[src/rtl/bisect_pkg.sv]
// Shared definitions for the bisection root-search sequencer.
package bisect_pkg;

    localparam int W_DEF        = 8;
    localparam int MAX_ITER_DEF = 8;
    localparam int ADD_LAT_DEF  = 0;

    typedef enum logic [1:0] {
        ST_IDLE = 2'd0,
        ST_MID  = 2'd1,
        ST_EVAL = 2'd2,
        ST_DONE = 2'd3
    } state_t;

    // Halving both bounds drops their LSBs; the sum only needs a +1
    // correction when both dropped bits were set.
    function automatic logic carry_fix(input logic lo_lsb, input logic hi_lsb);
        return lo_lsb & hi_lsb;
    endfunction

endpackage

[src/rtl/bisect_mid.sv]
// Midpoint formation around the shared adder: operands are the halved
// bounds, the midpoint is the adder sum plus the LSB carry correction.
// floor((lo+hi)/2) formed this way never overflows W bits.
module bisect_mid import bisect_pkg::*; #(
    parameter int W = W_DEF
) (
    input  logic [W-1:0] lo_nx,
    input  logic [W-1:0] hi_nx,
    input  logic         lo_lsb,
    input  logic         hi_lsb,
    input  logic [W-1:0] add_sum,
    output logic [W-1:0] op_a_nx,
    output logic [W-1:0] op_b_nx,
    output logic [W-1:0] mid
);

    assign op_a_nx = lo_nx >> 1;
    assign op_b_nx = hi_nx >> 1;
    assign mid     = add_sum + {{(W-1){1'b0}}, carry_fix(lo_lsb, hi_lsb)};

endmodule

[src/rtl/bisect_ctrl.sv]
// Bisection root-search sequencer: drives the shared adder to form each
// midpoint, requests f(mid) from an external evaluator and narrows the
// [lo, hi] bracket until a zero is hit or the bracket collapses.
module bisect_ctrl import bisect_pkg::*; #(
    parameter int W        = W_DEF,
    parameter int MAX_ITER = MAX_ITER_DEF,
    parameter int ADD_LAT  = ADD_LAT_DEF
) (
    input  logic         clock,
    input  logic         reset,
    input  logic         start,
    input  logic [W-1:0] lo_init,
    input  logic [W-1:0] hi_init,
    output logic [W-1:0] add_a,
    output logic [W-1:0] add_b,
    input  logic [W-1:0] add_sum,
    output logic         f_req,
    output logic [W-1:0] f_x,
    input  logic         f_ack,
    input  logic         f_pos,
    input  logic         f_zero,
    output logic         busy,
    output logic         done,
    output logic [W-1:0] root,
    output logic         err,
    output logic [3:0]   iters
);

    localparam int              CW       = (ADD_LAT > 0) ? $clog2(ADD_LAT + 1) : 1;
    localparam logic [CW-1:0]   LAT_LAST = CW'(ADD_LAT);
    localparam logic [3:0]      ITER_CAP = 4'(MAX_ITER);

    state_t          state_r;
    logic [W-1:0]    lo_r;
    logic [W-1:0]    hi_r;
    logic [CW-1:0]   lat_cnt_r;
    logic [W-1:0]    lo_nx_s;
    logic [W-1:0]    hi_nx_s;
    logic [W-1:0]    op_a_nx_s;
    logic [W-1:0]    op_b_nx_s;
    logic [W-1:0]    mid_s;

    // Bracket the next MID phase will use: the fresh bounds when leaving
    // IDLE, otherwise the bounds after applying the pending evaluation.
    always_comb begin
        lo_nx_s = lo_r;
        hi_nx_s = hi_r;
        if (state_r == ST_IDLE) begin
            lo_nx_s = lo_init;
            hi_nx_s = hi_init;
        end else if (f_pos) begin
            hi_nx_s = f_x;
        end else begin
            lo_nx_s = f_x;
        end
    end

    bisect_mid #(.W(W)) u_mid (
        .lo_nx   (lo_nx_s),
        .hi_nx   (hi_nx_s),
        .lo_lsb  (lo_r[0]),
        .hi_lsb  (hi_r[0]),
        .add_sum (add_sum),
        .op_a_nx (op_a_nx_s),
        .op_b_nx (op_b_nx_s),
        .mid     (mid_s)
    );

    // Search sequencer with all outputs registered.
    always_ff @(posedge clock or negedge reset) begin
        if (!reset) begin
            state_r   <= ST_IDLE;
            lo_r      <= {W{1'b0}};
            hi_r      <= {W{1'b0}};
            lat_cnt_r <= {CW{1'b0}};
            add_a     <= {W{1'b0}};
            add_b     <= {W{1'b0}};
            f_req     <= 1'b0;
            f_x       <= {W{1'b0}};
            busy      <= 1'b0;
            done      <= 1'b0;
            root      <= {W{1'b0}};
            err       <= 1'b0;
            iters     <= 4'd0;
        end else begin
            done <= 1'b0;
            case (state_r)
                ST_IDLE: begin
                    if (start) begin
                        lo_r      <= lo_init;
                        hi_r      <= hi_init;
                        iters     <= 4'd0;
                        root      <= {W{1'b0}};
                        lat_cnt_r <= {CW{1'b0}};
                        busy      <= 1'b1;
                        if (lo_init > hi_init) begin
                            err     <= 1'b1;
                            done    <= 1'b1;
                            state_r <= ST_DONE;
                        end else begin
                            err     <= 1'b0;
                            add_a   <= op_a_nx_s;
                            add_b   <= op_b_nx_s;
                            state_r <= ST_MID;
                        end
                    end
                end
                ST_MID: begin
                    if (lat_cnt_r == LAT_LAST) begin
                        lat_cnt_r <= {CW{1'b0}};
                        add_a     <= {W{1'b0}};
                        add_b     <= {W{1'b0}};
                        if ((mid_s == lo_r) || (iters == ITER_CAP)) begin
                            root    <= lo_r;
                            done    <= 1'b1;
                            state_r <= ST_DONE;
                        end else begin
                            f_x     <= mid_s;
                            f_req   <= 1'b1;
                            state_r <= ST_EVAL;
                        end
                    end else begin
                        lat_cnt_r <= lat_cnt_r + CW'(1);
                    end
                end
                ST_EVAL: begin
                    if (f_ack) begin
                        f_req <= 1'b0;
                        f_x   <= {W{1'b0}};
                        if (iters != ITER_CAP) begin
                            iters <= iters + 4'd1;
                        end
                        if (f_zero) begin
                            root    <= f_x;
                            done    <= 1'b1;
                            state_r <= ST_DONE;
                        end else begin
                            lo_r    <= lo_nx_s;
                            hi_r    <= hi_nx_s;
                            add_a   <= op_a_nx_s;
                            add_b   <= op_b_nx_s;
                            state_r <= ST_MID;
                        end
                    end
                end
                ST_DONE: begin
                    busy    <= 1'b0;
                    state_r <= ST_IDLE;
                end
                default: begin
                    busy    <= 1'b0;
                    f_req   <= 1'b0;
                    add_a   <= {W{1'b0}};
                    add_b   <= {W{1'b0}};
                    f_x     <= {W{1'b0}};
                    state_r <= ST_IDLE;
                end
            endcase
        end
    end

endmodule

[config.mk]
export PLATFORM = sky130hd
export DESIGN_NAME = bisect_ctrl
export DESIGN_NICKNAME = d
export VERILOG_FILES = /design/src/rtl/bisect_pkg.sv /design/src/rtl/bisect_mid.sv /design/src/rtl/bisect_ctrl.sv
export SDC_FILE = /design/constraint.sdc
export NUM_CORES = 1
export LEC_CHECK = 0
export BUFFER_PORTS_ARGS = -buffer_cell sky130_fd_sc_hd__buf_2
export CAP_MARGIN = 5
export CORE_UTILIZATION = 40
export CTS_BUF_LIST = sky130_fd_sc_hd__clkbuf_4
export DETAILED_ROUTE_END_ITERATION = 8
export SETUP_SLACK_MARGIN = 0.2
export SLEW_MARGIN = 10
export SYNTH_ARGS = -nofsm -noshare
export SYNTH_HDL_FRONTEND = slang
export SYNTH_SLANG_ARGS = --single-unit
export TNS_END_PERCENT = 10
[constraint.sdc]
create_clock -name clock -period 5.6 [get_ports clock]
set_input_delay 0.56 -clock clock [delete_from_list [all_inputs] [get_ports clock]]
set_output_delay 0.56 -clock clock [all_outputs]
set_load 0.01 [all_outputs]
==> summary.md, run 1 <==
| Metric | Value |
|---|---|
| Sequential area share after synthesis | 0.399 |
| Ys Warns | 0 |
| Worst skew pair latency | 0.38 ns |
| Iteration-0 DRC Markers | 98 |
| Post-CTS Setup Bufs | 0 |
| Crit-path max FO | 10 |
| Final core occ | 0.479 |
| Horiz. Die Dim | ~96 um |
| Worst IR Drop VDD | 175 uV |
| CTS clk-pin slew, worst paths | between 0.15 and 0.2 ns |
| P per Cell Area | 548 mW/mm^2 |
| Mapped Cells | approximately 370 |
| Post-synthesis cell type count | between 50 and 60 |
| Footprint of the multi-input gates | 0.00195 sq mm |
| Commonest non-fill, non-tap cell in the layout | buf_2 |
| Leakage | 0.00196 uW |
| Layout Skew | ~0.0051 ns |
| HPWL after DPL | between 6 and 7 mm |
| Critical path class | reg2reg |
| Ys flop type | dfrtp_1 |
| Worst EP arrival | 3.05 ns |
| Post-synth EDFFs | 0 |
| Period utilization | 0.493 |
| Async set or reset register ratio after synthesis | 1.00 |
| Congestion Overflow GR | 0 |
| Starting Density | 0.421 |
| Via count | 2,941 |
| Initial antenna violation count | 0 |
| Max Root-Sink Buffers | 2 |
| Maxcap violations | 0 |
| Finish-stage setup viols | 0 |
| DIE AREA | about 0.0092 sq mm |
| Max Clk Rate | 362 MHz |
| Vias per inst | 5.50 |
| Largest net degree at the start of global routing | 57 |
| Reg area | 0.00140 sq mm |
| Layout cell share with drive strength beyond 1 | 0.240 |
| # diodes | 0 |
| Vias in the first global route | between 2,000 and 3,000 |
| Critical Path Source Type | flop |
| I/O Buffers | 67 |
| TritonCTS Buffers | 5 |
| Syn-to-layout area delta | 13.6% |
| Most frequent cells in the layout | 67 x buf_2, 56 x dfrtp_1, 34 x nor2_1, 32 x a21oi_1, 25 x o21ai_0 |
| Crit. End Element | flop |
| Drt first pass iters | 4 |
| Tmin final | about 2.8 ns |
| Worst slew pin tran | 0.814 ns |
| Fin nets | between 400 and 500 |
| Top-level I/O count | 70 |
| Outcome | complete, no violations |
| Mean Syn Cell Area | around 9.4 sq um |
| Hold-fix buffers, CTS | 0 |
| Worst EP required | approximately 6 ns |
| All-layer global routing usage | 0.204 |
| Die Height | roughly 96 um |
| Clock Sinks | 56 |
| Detailed Route WL | slightly below 9 mm |
| Row count | 33 |
| Routability Congestion | ~0.83 |
| Post-route setup TNS | 0 ns |
| CTS tree | built |
| First-pass GRT wire length | ~14 mm |
| Final hold vios | 0 |
| Post-DR wirelength/cell | approximately 16 um |
| CTS root buffer | clkbuf_4 |
| Post-CTS Resized | 0 |
| Drt drc | 0 |
| Mapped cell area | around 0.0035 sq mm |
| Htree depth | 2 |
| Max_slew headroom | 0.454 |
| Routed Antenna Nets | 0 |
| Fillers | approximately 860 |
| Final Max Tran Viols | 0 |
| Unrepaired setup endpoints after global routing | false |
| Core Region | ~0.0083 sq mm |
| FF+latch count, synth | 56 |
| HP Class | in2async |
==> stage by stage <==
stage / setup WS, ns / hold slack, ns / area (sq um) / total power [uW] / instances
2_1_floorplan: 3.12 / 0.264 / 3520 / 1610 / 375
3_3_place_gp: 2.81 / 0.462 / 3900 / 1950 / 527
3_5_place_dp: 2.78 / 0.469 / 3900 / 1970 / 527
4_1_cts: 2.83 / 0.315 / 3980 / 2200 / 535
5_1_grt: 2.57 / 0.340 / 3990 / 2390 / 535
6_report: 2.84 / 0.284 / 3990 / 2190 / 535
==> cell usage after synthesis (3+ instances only) <==
master,instances,area share
nor2b_1,5,0.0089
mux2_2,10,0.032
nand2_1,23,0.025
clkbuf_1,13,0.014
o21a_1,4,0.0085
a31o_2,4,0.010
o41ai_1,10,0.025
nand3_1,6,0.0085
nand4_1,5,0.0089
nor2_1,34,0.036
buf_2,5,0.0071
a21oi_1,33,0.047
a22o_1,24,0.060
nor3_1,3,0.0043
dfrtp_1,56,0.40
inv_1,20,0.021
xor2_1,8,0.020
xnor2_1,9,0.022
ha_1,16,0.057
mux2i_1,19,0.054
and3_1,8,0.014
o21ai_0,25,0.036
==> sequential cells by signal (all words and copies together) (netlist names) <==
signal,cells
err,1
root,8
f_req,1
done,1
add_b,7
iters,4
lo_r,8
add_a,7
hi_r,8
busy,1
f_x,8
state_r,2
==> critical path: stages, from the launching register on <==
cell and delay (ns):
dfrtp_1 0.45, and2_1 0.19, ha_1 0.26, ha_1 0.33
xor2_1 0.18, nor3_2 0.17, nand4_1 0.16, o31ai_4 0.45
nand2_2 0.20, a22o_1 0.29
==> power by group <==
part	internal [uW]	switching, uW
clock	98.7	127
sequential	584	150
combinational	504	723
total	1190	1000
==> logic make-up (layout without fill, tap and decap cells) <==
group | Yosys count | in the layout | synth area share
buffers and inverters | 43 | 98 | 0.0520
AND/OR/NAND/NOR | 97 | 97 | 0.133
XOR/XNOR | 19 | 19 | 0.0538
flip-flops | 56 | 56 | 0.399
multiplexers | 29 | 29 | 0.0862
AO/OA/AOI/OAI | 113 | 113 | 0.218
adder cells (fa/ha/maj) | 16 | 16 | 0.0570
other | 1 | 2 | 0.00107
==> per-layer routing <==
layer  vias up  GRT usage  routed length (um)
li1       1444          -                   -
met1      1422      0.276                4110
met2        64      0.340                4250
met3        11     0.0292                 317
met4         0     0.0597                 133
met5         -          0                   0
==> layout make-up <==
class,count,share of cell area
Multi-Input combinational cell,276,0.487
Sequential cell,56,0.351
Timing Repair Buffer,70,0.0897
Tap cell,105,0.0329
Inverter,20,0.0188
Clock buffer,6,0.0113
Clock inverter,2,0.00878
==> path summary, 6_finish.rpt <==
path                          from      end  slack (ns)  depth (start not counted)
max                        lo_r[0]  root[5]        2.84                          9
min                          reset     busy        0.28                          2
min reg2reg                    err      err        0.50                          2
max in group asynchronous    reset  hi_r[5]        4.82                          2
min in group clock           start      err        0.46                          3
max reg2reg                lo_r[0]  root[5]        2.84                          9
Note: power is estimated with default switching activity, not from simulation.
==> run 2, diff against run 1 <==
Settings changed: ABC_AREA from default to 1.
Clock period 5.6 ns to 2.4 ns, I/O delays scaled along.
==> summary.md, run 2 <==
| Metric | Value |
|---|---|
| Ys Warns | 0 (unchanged) |
| CTS clk-pin slew, worst paths | 0.17 ns (about the same) |
| Post-route insts no fill | 655 (+22%) |
| Max Root-Sink Buffers | 2 (unchanged) |
| Worst slew pin tran | 0.614 ns (-0.200 ns) |
| Fin nets | 595 (+25%) |
| Commonest non-fill, non-tap cell in the layout | nand2_1 |
| Final hold vios | 0 (unchanged) |
| Drt drc | 0 (unchanged) |
| Clock Sinks | 56 (unchanged) |
| Syn-to-layout area delta | 20.3% |
| Fillers | 835 (-3.2%) |
| Core Region | 0.00826 sq mm (-0.99%) |
| Unrepaired setup endpoints after global routing | true |
| Worst EP required | 2.74 ns (-3.15 ns) |
| Largest net degree at the start of global routing | 32 (-44%) |
| Top-level I/O count | 70 (unchanged) |
| Detailed Route WL | 9.77 mm (+11%) |
| Ys flop type | dfrtp_1 |
| Maxcap violations | 0 (unchanged) |
| Footprint of the multi-input gates | 0.00183 sq mm (-5.8%) |
| FF+latch count, synth | 56 (unchanged) |
| Mapped cell area | 0.00344 sq mm (-2.0%) |
| Routed Antenna Nets | 0 (unchanged) |
| Congestion Overflow GR | 0 (unchanged) |
| DIE AREA | 0.00899 sq mm (-2.0%) |
| Vias in the first global route | 3,166 (+14%) |
| Post-synthesis cell type count | 31 (-39%) |
| Worst skew pair latency | 0.40 ns (+0.02 ns) |
| Top-area cell type share of the netlist area | 0.407 (+0.00811) |
| First-pass GRT wire length | 15.8 mm (+11%) |
| Crit-path max FO | 9 (-1) |
| Commonest cells post-synth | 141 x nand2_1, 56 x dfrtp_1, 52 x inv_1, 34 x nand3_1, 33 x a21oi_1 |
| All-layer global routing usage | 0.230 (+0.0260) |
| Via count | 3,448 (+17%) |
| Htree depth | 2 (unchanged) |
| Mean Syn Cell Area | 7.27 sq um (-23%) |
| I/O Buffers | 67 (unchanged) |
| HPWL after DPL | 7.38 mm (+14%) |
| Die Height | 94.8 um (-0.98%) |
| Layout cell share with drive strength beyond 1 | 0.213 (-0.0268) |
| TritonCTS Buffers | 5 (unchanged) |
| Most frequent cells in the layout | 140 x nand2_1, 67 x buf_2, 56 x dfrtp_1, 51 x inv_1, 34 x nand3_1 |
| Post-synth EDFFs | 0 (unchanged) |
| Total power | 5370 uW (+150%) |
| Finish-stage setup viols | 0 (unchanged) |
| Sequential area share after synthesis | 0.407 (+0.00811) |
| Top-count cell post-synth | nand2_1 |
| Max Clk Rate | 488 MHz (+35%) |
| Max_slew headroom | 0.591 (+0.137) |
| Critical path class | reg2reg |
| Largest cells by area after synthesis | dfrtp_1 41%, nand2_1 15%, ha_1 5.8% |
| CTS root buffer | clkbuf_4 |
| Drt first pass iters | 5 (+1) |
| Tmin final | 2.05 ns (-0.711 ns) |
| Post-DR wirelength/cell | 14.9 um (-9.5%) |
| Routability Congestion | 0.859 (+3.5%) |
| Worst IR Drop VDD | 381 uV (+120%) |
| Final core occ | 0.502 (+0.0234) |
| Crit. End Element | flop |
| Iteration-0 DRC Markers | 189 (+93%) |
| Async set or reset register ratio after synthesis | 1.00 (unchanged) |
| Final hold slack | 0.144 ns (-0.140 ns) |
| Mapped Cells | 474 (+27%) |
| DP Cell Count | 645 (+22%) |
| Starting Density | 0.417 (-0.00427) |
| Post-route setup TNS | 0 ns (unchanged) |
| Post-synth top area cell | dfrtp_1 |
| Leakage | 0.00220 uW (+13%) |
| Initial antenna violation count | 0 (unchanged) |
| Horiz. Die Dim | 94.8 um (-0.98%) |
| Vias per inst | 5.26 (-4.2%) |
| HP Class | in2reg |
| Final Max Tran Viols | 0 (unchanged) |
| # diodes | 0 (unchanged) |
| Outcome | complete, no violations |
| Reg area | 0.00140 sq mm (unchanged) |
| Layout Skew | 0.0319 ns (+0.0268 ns) |
| P per Cell Area | 1300 mW/mm^2 (+140%) |
| Row count | 33 (unchanged) |
| Worst EP arrival | 2.39 ns (-0.66 ns) |
| CTS tree | built |
| Critical Path Source Type | flop |
| Period utilization | 0.853 (+0.361) |
run 2: cell types whose count changed after synthesis, sizes merged, moves of 6 or more:
| cell | delta |
|---|---|
| o41ai | -10 |
| and3 | -9 |
| o22ai | +6 |
| a22o | -24 |
| xnor2 | -9 |
| mux2i | -19 |
| o221ai | +8 |
| o21ai | +20 |
| nand2 | +121 |
| inv | +42 |
| nand3 | +30 |
| mux2 | -10 |
| nor2 | -6 |
| a22oi | +6 |
run 2: routing by layer:
layer  up-vias  global-route usage  part of all wire
li1       1706                   -                 -
met1      1606               0.328              0.46
met2       120               0.362              0.46
met3        16              0.0298             0.058
met4         0              0.0707             0.021
met5         -                   0                 0
run 2: worst max-delay path, stage by stage, from the launching register on:
cell and delay, ns:
dfrtp_1 0.42, nand2_1 0.08, inv_2 0.07, ha_4 0.17, ha_4 0.16, nand3_4 0.10
o21ai_2 0.14, nand2_1 0.08, nand2_1 0.06, nand2_1 0.05, nor2_2 0.09, nand3_2 0.14
nand2_4 0.15, nand2_8 0.09, nand2_8 0.10, nand2_1 0.05, nand2_1 0.06
run 2: layout make-up:
type / count / area share
Clock buffer: 5 / 0.00906
Clock inverter: 3 / 0.0103
Inverter: 62 / 0.0561
Multi-Input combinational cell: 342 / 0.442
Sequential cell: 56 / 0.338
Tap cell: 105 / 0.0317
Timing Repair Buffer: 82 / 0.113
run 2: kinds of logic after synthesis:
group | synth area share
flops | 0.407
xor+xnor | 0.0102
simple gates | 0.260
compound gates | 0.173
fa+ha+maj | 0.0581
buf+inv | 0.0908
other cells | 0.00109
run 2: stage by stage:
stage	setup WS, ns	cell area [sq um]
2_1_floorplan	0.423	3450
3_3_place_gp	0.164	3950
3_5_place_dp	0.0945	3950
4_1_cts	0.237	4060
5_1_grt	0.132	4150
6_report	0.352	4150
run 2: report_power, final:
| group | leakage (uW) | switching (uW) | internal, uW | total, uW |
|---|---|---|---|---|
| clock network | 0.0000428 | 325 | 218 | 544 |
| logic | 0.00146 | 2000 | 1130 | 3130 |
| registers | 0.000705 | 330 | 1370 | 1700 |
| total | 0.00220 | 2660 | 2710 | 5370 |
run 2: worst paths after layout:
| check | end | from | cells past startpoint | slack, ns |
|---|---|---|---|---|
| max in group asynchronous | hi_r[7] | reset | 3 | 1.43 |
| max | f_x[6] | lo_r[0] | 16 | 0.35 |
| min | err | start | 4 | 0.14 |
| max reg2reg | f_x[6] | lo_r[0] | 16 | 0.35 |
| min reg2reg | root[4] | root[4] | 2 | 0.50 |
| min in group asynchronous | root[0] | reset | 2 | 0.35 |
run 2: repair_timing:
action / CTS / global route
hold buffers: 1 / 0
hold endpoints to repair: 25 / 0
resized for setup: 4 / 14
pin swaps: 0 / 6
setup endpoints to repair: 11 / 35
gates cloned: 0 / 1
buffers inserted: 0 / 0
==> run 3, diff against run 2 <==
Settings changed: CELL_PAD_IN_SITES_DETAIL_PLACEMENT from default to 0, CELL_PAD_IN_SITES_GLOBAL_PLACEMENT from default to 1, CORE_UTILIZATION 40 to 37, PLACE_DENSITY from default to 0.77.
==> summary.md, run 3 (synthesis gave the netlist of run 2 again) <==
| Metric | Value |
|---|---|
| Outcome | complete, but fails checks |
| Failing checks | design-rule violations |
| Crit-path max FO | 7 (-2) |
| Worst EP arrival | 2.44 ns (+0.05 ns) |
| CTS tree | built |
| Layout cell share with drive strength beyond 1 | 0.231 (+0.0179) |
| Post-layout instance area | 0.00419 sq mm (+0.97%) |
| Worst Setup SP | hi_r[0] |
| CTS clk-pin slew, worst paths | 0.18 ns (about the same) |
| Post-Place Cell Area | 0.00396 sq mm (about the same) |
| Final worst slack | 0.297 ns (-0.0552 ns) |
| R2R depth | 17 (+1) |
| R2R Path End | f_x[1] |
| Critical path class | reg2reg |
| Comb pwr share | 0.604 (+0.021) |
| Horiz. Die Dim | 98.5 um (+3.9%) |
| Maxcap violations | 0 (unchanged) |
| Most frequent cells in the layout | 138 x nand2_1, 67 x buf_2, 56 x dfrtp_1, 51 x inv_1, 34 x nand3_1 |
| Row count | 34 (+3.0%) |
| Clk pwr share | 0.082 (-0.019) |
| Net Sw Frac | 0.508 (+0.0124) |
| Initial antenna violation count | 0 (unchanged) |
| Fin nets | 600 (+0.84%) |
| Layout Skew | 0.0159 ns (-0.0160 ns) |
| # diodes | 0 (unchanged) |
| Hold-critical path depth | 4 (unchanged) |
| Crit. End Element | flop |
| First-pass GRT wire length | 17.4 mm (+9.7%) |
| Fillers | 933 (+12%) |
| Htree depth | 2 (unchanged) |
| Detailed Route WL | 10.5 mm (+7.3%) |
| All-layer global routing usage | 0.227 (-0.00361) |
| Final hold vios | 0 (unchanged) |
| Max_slew headroom | 0.580 (-0.0109) |
| HP Class | in2reg |
| HPWL after DPL | 7.80 mm (+5.8%) |
| Switching Power | 2770 uW (+4.1%) |
| Unrepaired setup endpoints after global routing | true |
| Worst IR Drop VDD | 459 uV (+20%) |
| Worst slew pin tran | 0.630 ns (+0.0163 ns) |
| Core Region | 0.00885 sq mm (+7.2%) |
| Period utilization | 0.876 (+0.0230) |
| Clock Sinks | 56 (unchanged) |
| Startpoint of the worst hold path | start |
| Post-route setup TNS | 0 ns (unchanged) |
| Vias in the first global route | 3,410 (+7.7%) |
| Via count | 3,470 (+0.64%) |
| Final Max Tran Viols | 0 (unchanged) |
| Iteration-0 DRC Markers | 357 (+89%) |
| Critical R2R Launch | hi_r[0] |
| Worst skew pair latency | 0.39 ns (about the same) |
| I/O Buffers | 67 (unchanged) |
| Reg area | 0.00140 sq mm (unchanged) |
| Syn-to-layout area delta | 21.5% |
| Top-level I/O count | 70 (unchanged) |
| DP Worst Slack | 0.0441 ns (-0.0504 ns) |
| P per Cell Area | 1300 mW/mm^2 (+0.55%) |
| Starting Density | 0.389 (-0.0278) |
| Commonest non-fill, non-tap cell in the layout | nand2_1 |
| Drt first pass iters | 9 (+4) |
| Largest net degree at the start of global routing | 39 (+22%) |
| Finish-stage setup viols | 0 (unchanged) |
| Drt drc | 4 (+4) |
| Routability Congestion | 0.858 (about the same) |
| Die Height | 98.5 um (+3.9%) |
| Internal | 2680 uW (-0.97%) |
| Worst EP required | 2.74 ns (about the same) |
| Max Root-Sink Buffers | 2 (unchanged) |
| Footprint of the multi-input gates | 0.00186 sq mm (+1.6%) |
| Tmin final | 2.10 ns (+0.0552 ns) |
| Reg2reg setup slack | 0.30 ns (-0.06 ns) |
| Routed Antenna Nets | 0 (unchanged) |
| CTS root buffer | clkbuf_4 |
| DIE AREA | 0.00970 sq mm (+7.9%) |
| Final core occ | 0.473 (-0.0290) |
| Critical Path Source Type | flop |
| Post-DR wirelength/cell | 15.8 um (+6.0%) |
| Worst Hold Path EP | err |
| Vias per inst | 5.23 (-0.58%) |
| Reg power frac | 0.314 (-0.002) |
| TritonCTS Buffers | 5 (unchanged) |
| Max Clk Rate | 475 MHz (-2.6%) |
| Leakage | 0.00222 uW (+0.61%) |
| Congestion Overflow GR | 0 (unchanged) |
run 3: repair_timing:
action	4_1_cts	5_1_grt
resized for setup	5	18
endpoints found under the hold margin	25	0
endpoints found under the setup margin	20	22
pin swaps	0	5
hold buffers	1	0
buffers inserted	1	3
gates cloned	1	1
run 3: worst max-delay path by stage:
stage / depth (start not counted) / end / slack (ns)
3_5_place_dp: 17 / f_req / 0.04
2_1_floorplan: 17 / f_req / 0.42
5_1_grt: 17 / f_x[4] / 0.16
4_1_cts: 16 / f_x[5] / 0.20
3_3_place_gp: 17 / f_x[1] / 0.18
6_report: 17 / f_x[1] / 0.30
run 3: layer usage:
layer  up-vias  part of all wire  global-route usage
met1      1639              0.48               0.328
met3        11             0.048              0.0284
met5         -                 0                   0
li1       1705                 -                   -
met2       115              0.46               0.360
met4         0             0.014              0.0586
run 3: stage by stage:
step	hold WS (ns)	total power [uW]	std cells
after detailed placement	0.292	4800	648
after CTS	0.0991	5300	659
after global routing	0.110	5970	663
after floorplan	-0.0556	3660	475
after global placement	0.287	4740	648
final	0.118	5450	663
run 3: power groups by stage:
stage	Combinational, uW	Sequential (uW)	Clock (uW)
final	3290	1710	448
after CTS	3130	1710	467
after detailed placement	3060	1740	0
after global routing	3690	1770	511
after floorplan	1920	1750	0
after global placement	3010	1730	0
run 3: area by class of cell:
type / count / share of cell area
Clock buffer: 5 / 0.00897
Clock inverter: 3 / 0.00538
Inverter: 62 / 0.0556
Multi-Input combinational cell: 343 / 0.445
Sequential cell: 56 / 0.335
Tap cell: 108 / 0.0323
Timing Repair Buffer: 86 / 0.118
run 3: critical path: stages, from the launching register on:
cell	delay, ns
dfrtp_1	0.44
nand2_1	0.08
inv_2	0.05
ha_4	0.17
ha_4	0.17
nand3_4	0.10
nor2_1	0.05
nand2_1	0.09
nand2_2	0.07
nand2_1	0.06
nand2_1	0.06
nor2_2	0.09
nand3_2	0.13
nand2_4	0.15
nand2_8	0.10
nand2_2	0.11
nand2_1	0.07
nand2_1	0.07
